`src/rtl/keypad_pkg.sv`:
```
// keypad_pkg: debounce state type, special key codes and the 4x4 keypad layout
package keypad_pkg;
    typedef enum logic [1:0] {IDLE, PRESS_WAIT, HELD, RELEASE_WAIT} deb_state_t;
    localparam logic [3:0] KEY_C     = 4'hC;
    localparam logic [3:0] KEY_STAR  = 4'hE;
    localparam logic [3:0] KEY_ENTER = 4'hF;
    // nibble index = row*4 + col; rows: 1 2 3 A / 4 5 6 B / 7 8 9 C / * 0 # D
    localparam logic [63:0] KEY_LAYOUT = 64'hDF0E_C987_B654_A321;
    function automatic logic [3:0] key_lookup(input logic [3:0] idx);
        return KEY_LAYOUT[{idx, 2'b00} +: 4];
    endfunction
endpackage

```
`src/rtl/keypad_debounce.sv`:
```
// keypad_debounce: accepts a key after DEBOUNCE identical frames and re-arms
// only after DEBOUNCE consecutive empty frames.
module keypad_debounce
    import keypad_pkg::*;
#(
    parameter int DEBOUNCE = 4
) (
    input  logic       clk,
    input  logic       rst,
    input  logic       i_en,
    input  logic       i_stb,
    input  logic       i_key,
    input  logic [3:0] i_code,
    output logic       o_press
);
    localparam int CW = $clog2(DEBOUNCE + 1);
    deb_state_t    r_state;
    logic [CW-1:0] r_cnt;
    logic [3:0]    r_code;
    logic [CW-1:0] w_cnt_inc;
    logic          w_same;
    assign w_cnt_inc = r_cnt + 1'b1;
    assign w_same    = i_key && i_code == r_code;
    // the accepting frame is flagged combinationally so the caller registers all results together
    assign o_press   = i_en && i_stb && r_state == PRESS_WAIT && w_same && w_cnt_inc == CW'(DEBOUNCE);
    always_ff @(posedge clk or negedge rst) begin
        if (!rst) begin
            r_state <= IDLE;
            r_cnt   <= '0;
            r_code  <= '0;
        end else if (!i_en) begin
            r_state <= IDLE;
            r_cnt   <= '0;
        end else if (i_stb) begin
            case (r_state)
                IDLE: if (i_key) begin
                    r_state <= PRESS_WAIT;
                    r_cnt   <= CW'(1);
                    r_code  <= i_code;
                end
                PRESS_WAIT: if (!i_key) begin
                    r_state <= IDLE;
                end else if (!w_same) begin
                    r_cnt  <= CW'(1);
                    r_code <= i_code;
                end else begin
                    r_cnt <= w_cnt_inc;
                    if (w_cnt_inc == CW'(DEBOUNCE)) r_state <= HELD;
                end
                HELD: if (!i_key) begin
                    r_state <= RELEASE_WAIT;
                    r_cnt   <= CW'(1);
                end
                RELEASE_WAIT: if (i_key) begin
                    r_state <= HELD;
                end else begin
                    r_cnt <= w_cnt_inc;
                    if (w_cnt_inc == CW'(DEBOUNCE)) r_state <= IDLE;
                end
                default: r_state <= IDLE;
            endcase
        end
    end
endmodule

```
`src/rtl/keypad_reader.sv`:
```
// keypad_reader: scans a 4x4 active-low keypad, decodes whole-frame key results
// and accumulates decimal digits into a binary value.
module keypad_reader
    import keypad_pkg::*;
#(
    parameter int SCAN_CNT   = 50000,
    parameter int DEBOUNCE   = 4,
    parameter int MAX_DIGITS = 7
) (
    input  logic        clk,
    input  logic        rst,
    input  logic        enable,
    input  logic [3:0]  col,
    output logic [3:0]  row,
    output logic [23:0] value,
    output logic [2:0]  digit_cnt,
    output logic        key_valid,
    output logic [3:0]  key_code,
    output logic        done,
    output logic        overflow
);
    localparam int TW = SCAN_CNT > 1 ? $clog2(SCAN_CNT) : 1;
    logic [3:0]    r_col_s1, r_col_s2;
    logic [TW-1:0] r_tick_cnt;
    logic          r_active;
    logic [1:0]    r_row_idx;
    logic [1:0]    r_lows;
    logic [3:0]    r_key_idx;
    logic          r_entered;
    logic          w_tick, w_sample, w_frame_end, w_frame_key, w_press, w_digit;
    logic [2:0]    w_col_lows, w_lows_sum;
    logic [1:0]    w_lows_next, w_col_first;
    logic [3:0]    w_key_idx_next, w_code;
    assign w_tick      = enable && r_tick_cnt == TW'(SCAN_CNT - 1);
    assign w_sample    = w_tick && r_active;
    assign w_frame_end = w_sample && r_row_idx == 2'd3;
    assign row         = r_active ? ~(4'b0001 << r_row_idx) : 4'hF;
    // low-count saturates at 2: anything above one low in a frame means no key
    assign w_col_lows     = 3'($countones(~r_col_s2));
    assign w_col_first    = !r_col_s2[0] ? 2'd0 : !r_col_s2[1] ? 2'd1 : !r_col_s2[2] ? 2'd2 : 2'd3;
    assign w_lows_sum     = (r_row_idx == 2'd0 ? 3'd0 : {1'b0, r_lows}) + w_col_lows;
    assign w_lows_next    = w_lows_sum > 3'd1 ? 2'd2 : w_lows_sum[1:0];
    assign w_key_idx_next = w_col_lows != 3'd0 ? {r_row_idx, w_col_first} : r_key_idx;
    assign w_frame_key    = w_lows_next == 2'd1;
    assign w_code         = key_lookup(w_key_idx_next);
    assign w_digit        = w_code <= 4'd9;
    keypad_debounce #(.DEBOUNCE(DEBOUNCE)) u_debounce (
        .clk    (clk),
        .rst    (rst),
        .i_en   (enable),
        .i_stb  (w_frame_end),
        .i_key  (w_frame_key),
        .i_code (w_code),
        .o_press(w_press)
    );
    always_ff @(posedge clk or negedge rst) begin
        if (!rst) begin
            r_col_s1   <= '0;
            r_col_s2   <= '0;
            r_tick_cnt <= '0;
            r_active   <= 1'b0;
            r_row_idx  <= '0;
            r_lows     <= '0;
            r_key_idx  <= '0;
        end else begin
            r_col_s1 <= col;
            r_col_s2 <= r_col_s1;
            if (!enable) begin
                r_tick_cnt <= '0;
                r_active   <= 1'b0;
                r_row_idx  <= '0;
                r_lows     <= '0;
            end else begin
                r_tick_cnt <= w_tick ? '0 : r_tick_cnt + 1'b1;
                if (w_tick) begin
                    r_active  <= 1'b1;
                    r_row_idx <= r_active ? r_row_idx + 1'b1 : 2'd0;
                end
                if (w_sample) begin
                    r_lows    <= w_lows_next;
                    r_key_idx <= w_key_idx_next;
                end
            end
        end
    end
    always_ff @(posedge clk or negedge rst) begin
        if (!rst) begin
            value     <= '0;
            digit_cnt <= '0;
            key_valid <= 1'b0;
            key_code  <= '0;
            done      <= 1'b0;
            overflow  <= 1'b0;
            r_entered <= 1'b0;
        end else begin
            key_valid <= w_press;
            done      <= w_press && w_code == KEY_ENTER;
            if (w_press) begin
                key_code <= w_code;
                if (w_code == KEY_C) begin
                    value     <= '0;
                    digit_cnt <= '0;
                    overflow  <= 1'b0;
                    r_entered <= 1'b0;
                end else if (w_code == KEY_ENTER) begin
                    r_entered <= 1'b1;
                end else if (w_digit) begin
                    r_entered <= 1'b0;
                    // first digit after enter starts a fresh number
                    if (r_entered) begin
                        value     <= 24'(w_code);
                        digit_cnt <= 3'd1;
                        overflow  <= 1'b0;
                    end else if (digit_cnt < 3'(MAX_DIGITS)) begin
                        value     <= (value << 3) + (value << 1) + 24'(w_code);
                        digit_cnt <= digit_cnt + 1'b1;
                    end else begin
                        overflow <= 1'b1;
                    end
                end
            end
        end
    end
endmodule

```
`config.mk`:
```
export PLATFORM = sky130hd
export DESIGN_NAME = keypad_reader
export DESIGN_NICKNAME = d
export VERILOG_FILES = /design/src/rtl/keypad_pkg.sv /design/src/rtl/keypad_debounce.sv /design/src/rtl/keypad_reader.sv
export SDC_FILE = /design/constraint.sdc
export NUM_CORES = 1
export LEC_CHECK = 0
export BUFFER_PORTS_ARGS = -buffer_cell sky130_fd_sc_hd__buf_2
export CAP_MARGIN = 25
export CORE_MARGIN = 3
export CORE_UTILIZATION = 55
export DETAILED_ROUTE_END_ITERATION = 7
export GPL_ROUTABILITY_DRIVEN = 0
export PLACE_DENSITY_LB_ADDON = 0.1
export SLEW_MARGIN = 20
export SYNTH_ARGS = -nofsm -noshare
export SYNTH_HDL_FRONTEND = slang
export SYNTH_HIERARCHICAL = 1
export SYNTH_SLANG_ARGS = --single-unit
```
`constraint.sdc`:
```
create_clock -name clk -period 5.5 [get_ports clk]
set_input_delay 1.1 -clock clk [delete_from_list [all_inputs] [get_ports clk]]
set_output_delay 1.1 -clock clk [all_outputs]
set_load 0.03 [all_outputs]
```
Word level (Yosys, flattened, before mapping)
Index checks and enable logic that the tools add are counted.
W data, S select, Z words.
{"block": "classes", "n_addsub": 10, "order_cmp": 3, "n_eq_ne": 25, "reduce_logical": 23, "n_mux": 56, "bitwise": 2, "n_shift": 2}
{"op": "$mux W24", "n": 5}
{"op": "$shiftx A64 B7 Y4 const A", "n": 1}
{"op": "$mux W2", "n": 18}
{"op": "$mux W3", "n": 12}
{"op": "$mux W16", "n": 2}
{"op": "$add A24 B24 Y24", "n": 1}
{"op": "$add A24 B4 Y24", "n": 1}
{"op": "$mux W4", "n": 5}
{"op": "$add A16 B1 Y16 const B", "n": 1}
{"op": "$eq A16 B16 Y1 const B", "n": 1}
{"op": "$ne A2 B1 Y1 const B", "n": 6}
{"op": "$pmux W3 S4", "n": 1}
{"op": "$reduce_and A6 Y1", "n": 2}
{"op": "$mux W1", "n": 11}
{"op": "$logic_and A1 B1 Y1", "n": 9}
{"op": "$ne A3 B3 Y1 const B", "n": 3}
{"op": "$reduce_bool A3 Y1", "n": 3}
{"op": "$eq A4 B4 Y1 const B", "n": 2}
{"op": "$ne A4 B4 Y1 const B", "n": 2}
{"op": "$not A4 Y4", "n": 2}
{"op": "$pmux W2 S4", "n": 1}
{"op": "$pmux W4 S2", "n": 1}
{"op": "$reduce_and A4 Y1", "n": 2}
{"op": "$add A3 B1 Y3 const B", "n": 2}
{"op": "other kinds (19)", "n": 27}
{"block": "word_totals", "ff_bits": 77, "out_inout_bits": 38, "input_bits": 7, "word_cells": 138}

Depth between registers and ports, before layout
{"block": "logic_depth", "word_depth": 13, "ltp_mapped": 23, "ltp_nobuf": 22}

By module
The synthesis kept the hierarchy.
{"mod": "keypad_reader", "area_per_inst_um2": 4780.8, "seq_area_each_um2": 1701.6, "instances": 1, "cells_each": 501}
{"mod": "keypad_debounce", "area_per_inst_um2": 531.8, "seq_area_each_um2": 225.2, "instances": 1, "cells_each": 49}

Worst setup path before layout
No wires, ideal clock.
{"block": "synth_path", "path_type": "register -> register", "startpoint": "reg r_col_s2[0]", "endpoint": "reg value[22]", "required_ns": 5.379, "period_less_slack_ns": 5.763, "path_slack_ns": -0.263, "setup_ns": 0.121, "path_buffers": 1, "arrival_ns": 5.642, "path_stages_with_launch": 22, "cell_sequence": "dfrtp_1 -> fa_1 -> inv_1 -> ha_1 -> ha_1 -> or3_1 -> buf_4 -> a31oi_1 -> inv_1 -> ha_1 -> a211oi_1 -> o41ai_2 -> ha_1 -> ha_1 -> fa_1 -> a211oi_1 -> o21ai_0 -> nand3_1 -> a31oi_1 -> a221oi_1 -> xnor2_1 -> a22o_1"}
{"block": "synth_via", "elab_chain_cells": 12, "elab_cells_between_ends": 28, "classes_between": "4 x add/sub; 2 x order compare; 5 x eq/ne; 1 x shift; 8 x mux; 1 x bitwise; 7 x reduce/logical"}
{"element": "start, declared", "line": "keypad_reader.sv:23", "rtl": "logic [3:0] r_col_s1, r_col_s2;"}
{"element": "start signal, assigned", "line": "keypad_reader.sv:67", "rtl": "r_col_s2 <= r_col_s1;"}
{"element": "$not A4 Y4", "line": "keypad_reader.sv:39", "rtl": "assign w_col_lows = 3'($countones(~r_col_s2));"}
{"element": "$add A1 B1 Y2 (not written as such)", "line": "keypad_reader.sv:39"}
{"element": "$add A2 B2 Y3 (not written as such)", "line": "keypad_reader.sv:39"}
{"element": "$reduce_bool A3 Y1", "line": "keypad_reader.sv:43", "rtl": "assign w_key_idx_next = w_col_lows != 3'd0 ? {r_row_idx, w_col_first} : r_key_idx;"}
{"element": "$mux W4 *", "line": "keypad_reader.sv:43"}
{"element": "named net w_key_idx_next[0]", "line": "keypad_reader.sv:33", "rtl": "logic [3:0] w_key_idx_next, w_code;"}
{"element": "$shiftx A64 B7 Y4 *", "line": "keypad_pkg.sv:10", "rtl": "return KEY_LAYOUT[{idx, 2'b00} +: 4];"}
{"element": "named net w_code[2]", "line": "keypad_reader.sv:33"}
{"element": "$add A24 B4 Y24", "line": "keypad_reader.sv:115", "rtl": "value <= (value << 3) + (value << 1) + 24'(w_code);"}
{"element": "$mux W24", "line": "keypad_reader.sv:114", "rtl": "end else if (digit_cnt < 3'(MAX_DIGITS)) begin"}
{"element": "$mux W24", "line": "keypad_reader.sv:110", "rtl": "if (r_entered) begin"}
{"element": "$mux W24", "line": "keypad_reader.sv:107", "rtl": "end else if (w_digit) begin"}
{"element": "$mux W24", "line": "keypad_reader.sv:105", "rtl": "end else if (w_code == KEY_ENTER) begin"}
{"element": "$mux W24", "line": "keypad_reader.sv:100", "rtl": "if (w_code == KEY_C) begin"}
{"element": "end signal, assigned", "line": "keypad_reader.sv:111", "rtl": "value <= 24'(w_code);"}
{"element": "end signal, assigned", "line": "keypad_reader.sv:115"}
{"element": "end, declared", "line": "keypad_reader.sv:15", "rtl": "output logic [23:0] value,"}
Mark *: on every way through the listed nets, which the timed path passes. The rest lies on a longest branch. The select of a mux whose other input is x is not followed.
A chain may end at the register's enable or synchronous reset.

Worst setup path in the final report
Same ends and word-level chain as after synthesis.

==> flow_summary.json <==
{
  "final_nets": 677,
  "cts.clk_slew.worst_paths_ns": 0.09,
  "min-delay-start": "r_col_s1[2]",
  "ioPinCount": 45,
  "period_share_pct": 95.7,
  "hp-class": "reg2reg",
  "intPower_w": 0.000945,
  "worst_slack_ns": 0.237,
  "syn_to_final_growth_pct": 16.6,
  "initial_utilization_pct": 57.0,
  "clockBufferDepth": 2,
  "startpoint_type": "flip-flop",
  "wl_per_cell_um": 16.2,
  "totalWireLength_mm": 12.0,
  "slew_headroom_pct": 46.9,
  "grtUsageTotal_pct": 22.9,
  "combinationalPowerShare_pct": 11.2,
  "antenna_found_initial": 0,
  "fill_cells": 775,
  "power.density_nw_per_um2": 204,
  "top_layer": "met4",
  "clkSinkCount": 77,
  "overflow": 0,
  "holdPathEnd": "r_col_s2[2]",
  "worstPathArrival_ns": 5.52,
  "critPathRequiredTime_ns": 5.76,
  "power.switching_w": 0.000320,
  "r2r-start": "r_col_s2[0]",
  "drt_pre_antenna_iters": 4,
  "synth_area_leaders": "dfrtp_1 (36%), ha_1 (14%), xor2_1 (3.6%)",
  "cts_buffers": 9,
  "synth_seq_cells": 77,
  "drive_gt1_share_pct": 21.2,
  "grt_pass1_vias": 4324,
  "vias_per_cell": 5.80,
  "synth_cells": 550,
  "holdBufCountCts": 0,
  "cts_tree": "yes",
  "outcome": "finished clean",
  "ys_seq_area_share_pct": 36.3,
  "slowest_stage": "fa_1",
  "synth_fa_ha_area_share_pct": 15.2,
  "pwr-share-seq_pct": 45.4,
  "synth_cell_type_count": 62,
  "hold_viol_final": 0,
  "cts_root_buffer": "clkbuf_8",
  "syn_nets": 619,
  "htree_num_levels": 3,
  "tightestPinTransition_ns": 0.794,
  "yosys.area_share.simple_pct": 17.7,
  "ant_nets": 0,
  "grt_pass1_wl_mm": 20.7,
  "r2r_slack_ns": 0.24,
  "die_w_um": 104,
  "fin_util_pct": 66.4,
  "die-area_um2": 10900,
  "clkPwrFrac_pct": 43.4,
  "crit_chain": "fa_1, inv_1, ha_1, ha_4, nor3_4, mux2i_2, inv_1, ha_1, nand3_1, o21ai_0, o31ai_1, nor2_1, ha_1, ha_2, fa_2, a211oi_2, o21ai_1, nand3_1, a31oi_4, a221oi_2, xnor2_1, a22o_1",
  "switching_share_pct": 25.3,
  "drt_iter0_drc": 232,
  "seq_area_um2": 1930,
  "clkLatencyLatePin_ns": 0.36,
  "synth_top_area_cell": "dfrtp_1",
  "synth_top_family_by_area": "simple AND/OR/NAND/NOR gates",
  "vias": 4302,
  "min_delay_path_depth": 0,
  "synth-edff-count": 0,
  "grt_max_degree": 78,
  "crit_top_cell": "ha_1",
  "synth-compound-area-share_pct": 15.9,
  "post-synth-top-count-cell": "dfrtp_1",
  "drv_cap": 0,
  "vdd_drop_max_mv": 0.124,
  "setup-violations-final": 0,
  "wl_met2_mm": 5.30,
  "r2r_cells": 22,
  "die_h_um": 104,
  "dp_cells": 721,
  "worstSetupPathType": "reg2reg",
  "n_antenna_cell": 0,
  "netlist_area_um2": 5310,
  "yosys-top-cells-count": "dfrtp_1 (77), ha_1 (58), nor2_1 (42)",
  "synth_top_area_share_pct": 36.3,
  "pre_cts_slack_ns": -0.0632,
  "synth.area.mux_share_pct": 5.75,
  "multiInputGateArea_um2": 3360,
  "num_rows": 35,
  "reg2reg_to": "value[22]",
  "cellLeakagePower_nw": 3.25,
  "skew_ns": 0.00795,
  "syn_area_per_cell_um2": 9.66,
  "hpwl_mm": 8.55,
  "synth_xor_area_share_pct": 5.77,
  "instances_no_fill": 742,
  "report.final.slew_viol_count": 0,
  "synth-main-ff-cell": "dfrtp_1",
  "wl_met3_um": 567,
  "synthArstFlopShare_pct": 100,
  "layout_min_cycle_time_ns": 5.26,
  "end_kind": "flip-flop",
  "cp_max_fo": 5,
  "max_freq_mhz": 190,
  "core_area_um2": 9330,
  "wl_met1_mm": 6.06,
  "drcViolationCount": 0,
  "synth_warnings": 6,
  "slowest_delay_ns": 0.54,
  "port-buffer-count": 44
}
-- through the flow --
stage	hold slack, ns	instance area, um2	total power [W]	TNS (ns)
2_1_floorplan	0.331	5350	0.000662	0
3_3_place_gp	0.337	5760	0.000704	0
3_5_place_dp	0.341	5760	0.000708	-0.129
4_1_cts	0.358	6040	0.00126	0
5_1_grt	0.369	6190	0.00132	-0.338
6_report	0.357	6190	0.00126	0
-- power by group through the flow --
stage	Clock, W	Sequential, W	Combinational, W
after detailed placement	0	0.000585	0.000123
after floorplan	0	0.000585	0.0000777
after global routing	0.000587	0.000575	0.000158
final	0.000549	0.000574	0.000142
after CTS	0.000560	0.000574	0.000127
after global placement	0	0.000585	0.000120
-- what timing repair did --
action,CTS,global route
gates resized for setup,6,19
setup buffers,0,4
pin swaps,1,9
setup endpoints to repair,7,21
-- worst max-delay path, delay by kind of cell, from the launching register on --
kind	cells	cell delay, ns
AO/OA/AOI/OAI	7	1.48
XOR/XNOR	1	0.10
adder cells (fa/ha/maj)	7	2.06
buffers and inverters	2	0.17
flip-flops	1	0.41
multiplexers	1	0.34
AND/OR/NAND/NOR	4	0.60
-- how the worst max path moves through the flow --
stage                           start        end  slack, ns  cells past startpoint
after floorplan           r_col_s2[0]  value[22]      0.008                     21
after global placement    r_col_s2[0]  value[23]       0.03                     20
after detailed placement  r_col_s2[0]  value[23]      -0.06                     20
after CTS                 r_col_s2[0]  value[22]       0.03                     22
after global routing      r_col_s2[0]  value[22]      -0.07                     22
final                     r_col_s2[0]  value[22]       0.24                     22
-- state kept, by name (all words and copies together), names as in the netlist --
signal / count
r_row_idx: 2
overflow: 1
done: 1
r_lows: 2
value: 24
digit_cnt: 3
r_key_idx: 4
r_col_s2: 4
r_col_s1: 4
u_debounce/r_code: 4
key_code: 4
r_entered: 1
r_tick_cnt: 16
key_valid: 1
u_debounce/r_state: 2
r_active: 1
u_debounce/r_cnt: 3
-- cells in the final DEF, fill, tap and decap left out, types with 5 or more instances in the layout --
master,netlist,routed
xor2_1,22,22
ha_1,58,56
inv_1,27,26
nor4_1,13,13
buf_4,1,20
buf_2,3,43
xnor2_1,13,13
dfrtp_1,77,77
clkbuf_8,0,10
a21o_1,22,22
and4_1,6,6
nor2_1,42,40
a22o_1,6,6
a31oi_1,7,5
mux2_2,17,17
nand4_1,6,6
a21oi_1,32,32
and3_1,9,9
nor3_1,17,14
mux2i_1,8,6
o21ai_0,26,24
nand2_1,32,32
nand3_1,22,22
nor2b_1,5,5
-- cell type report --
class                      count  share of cell area, %
clock buffer                  10                   2.22
clock inverter                 6                   1.88
inverter                      27                   1.64
multi-input combinational    429                   54.2
sequential                    77                   31.1
tap                          129                   2.61
timing repair buffer          64                   6.34
-- per-layer routing --
layer  up-vias  track usage, %
li1       2120               -
met1      2049            34.1
met2       121            34.0
met3        12            5.09
met4         0            5.32
met5         -               0
-- kinds of logic after synthesis --
kind of cell | after synthesis
simple gates | 179
compound gates | 126
flops | 77
fa+ha+maj | 62
buf+inv | 44
xor+xnor | 35
mux | 27
Power figures use the tool's default switching activity.
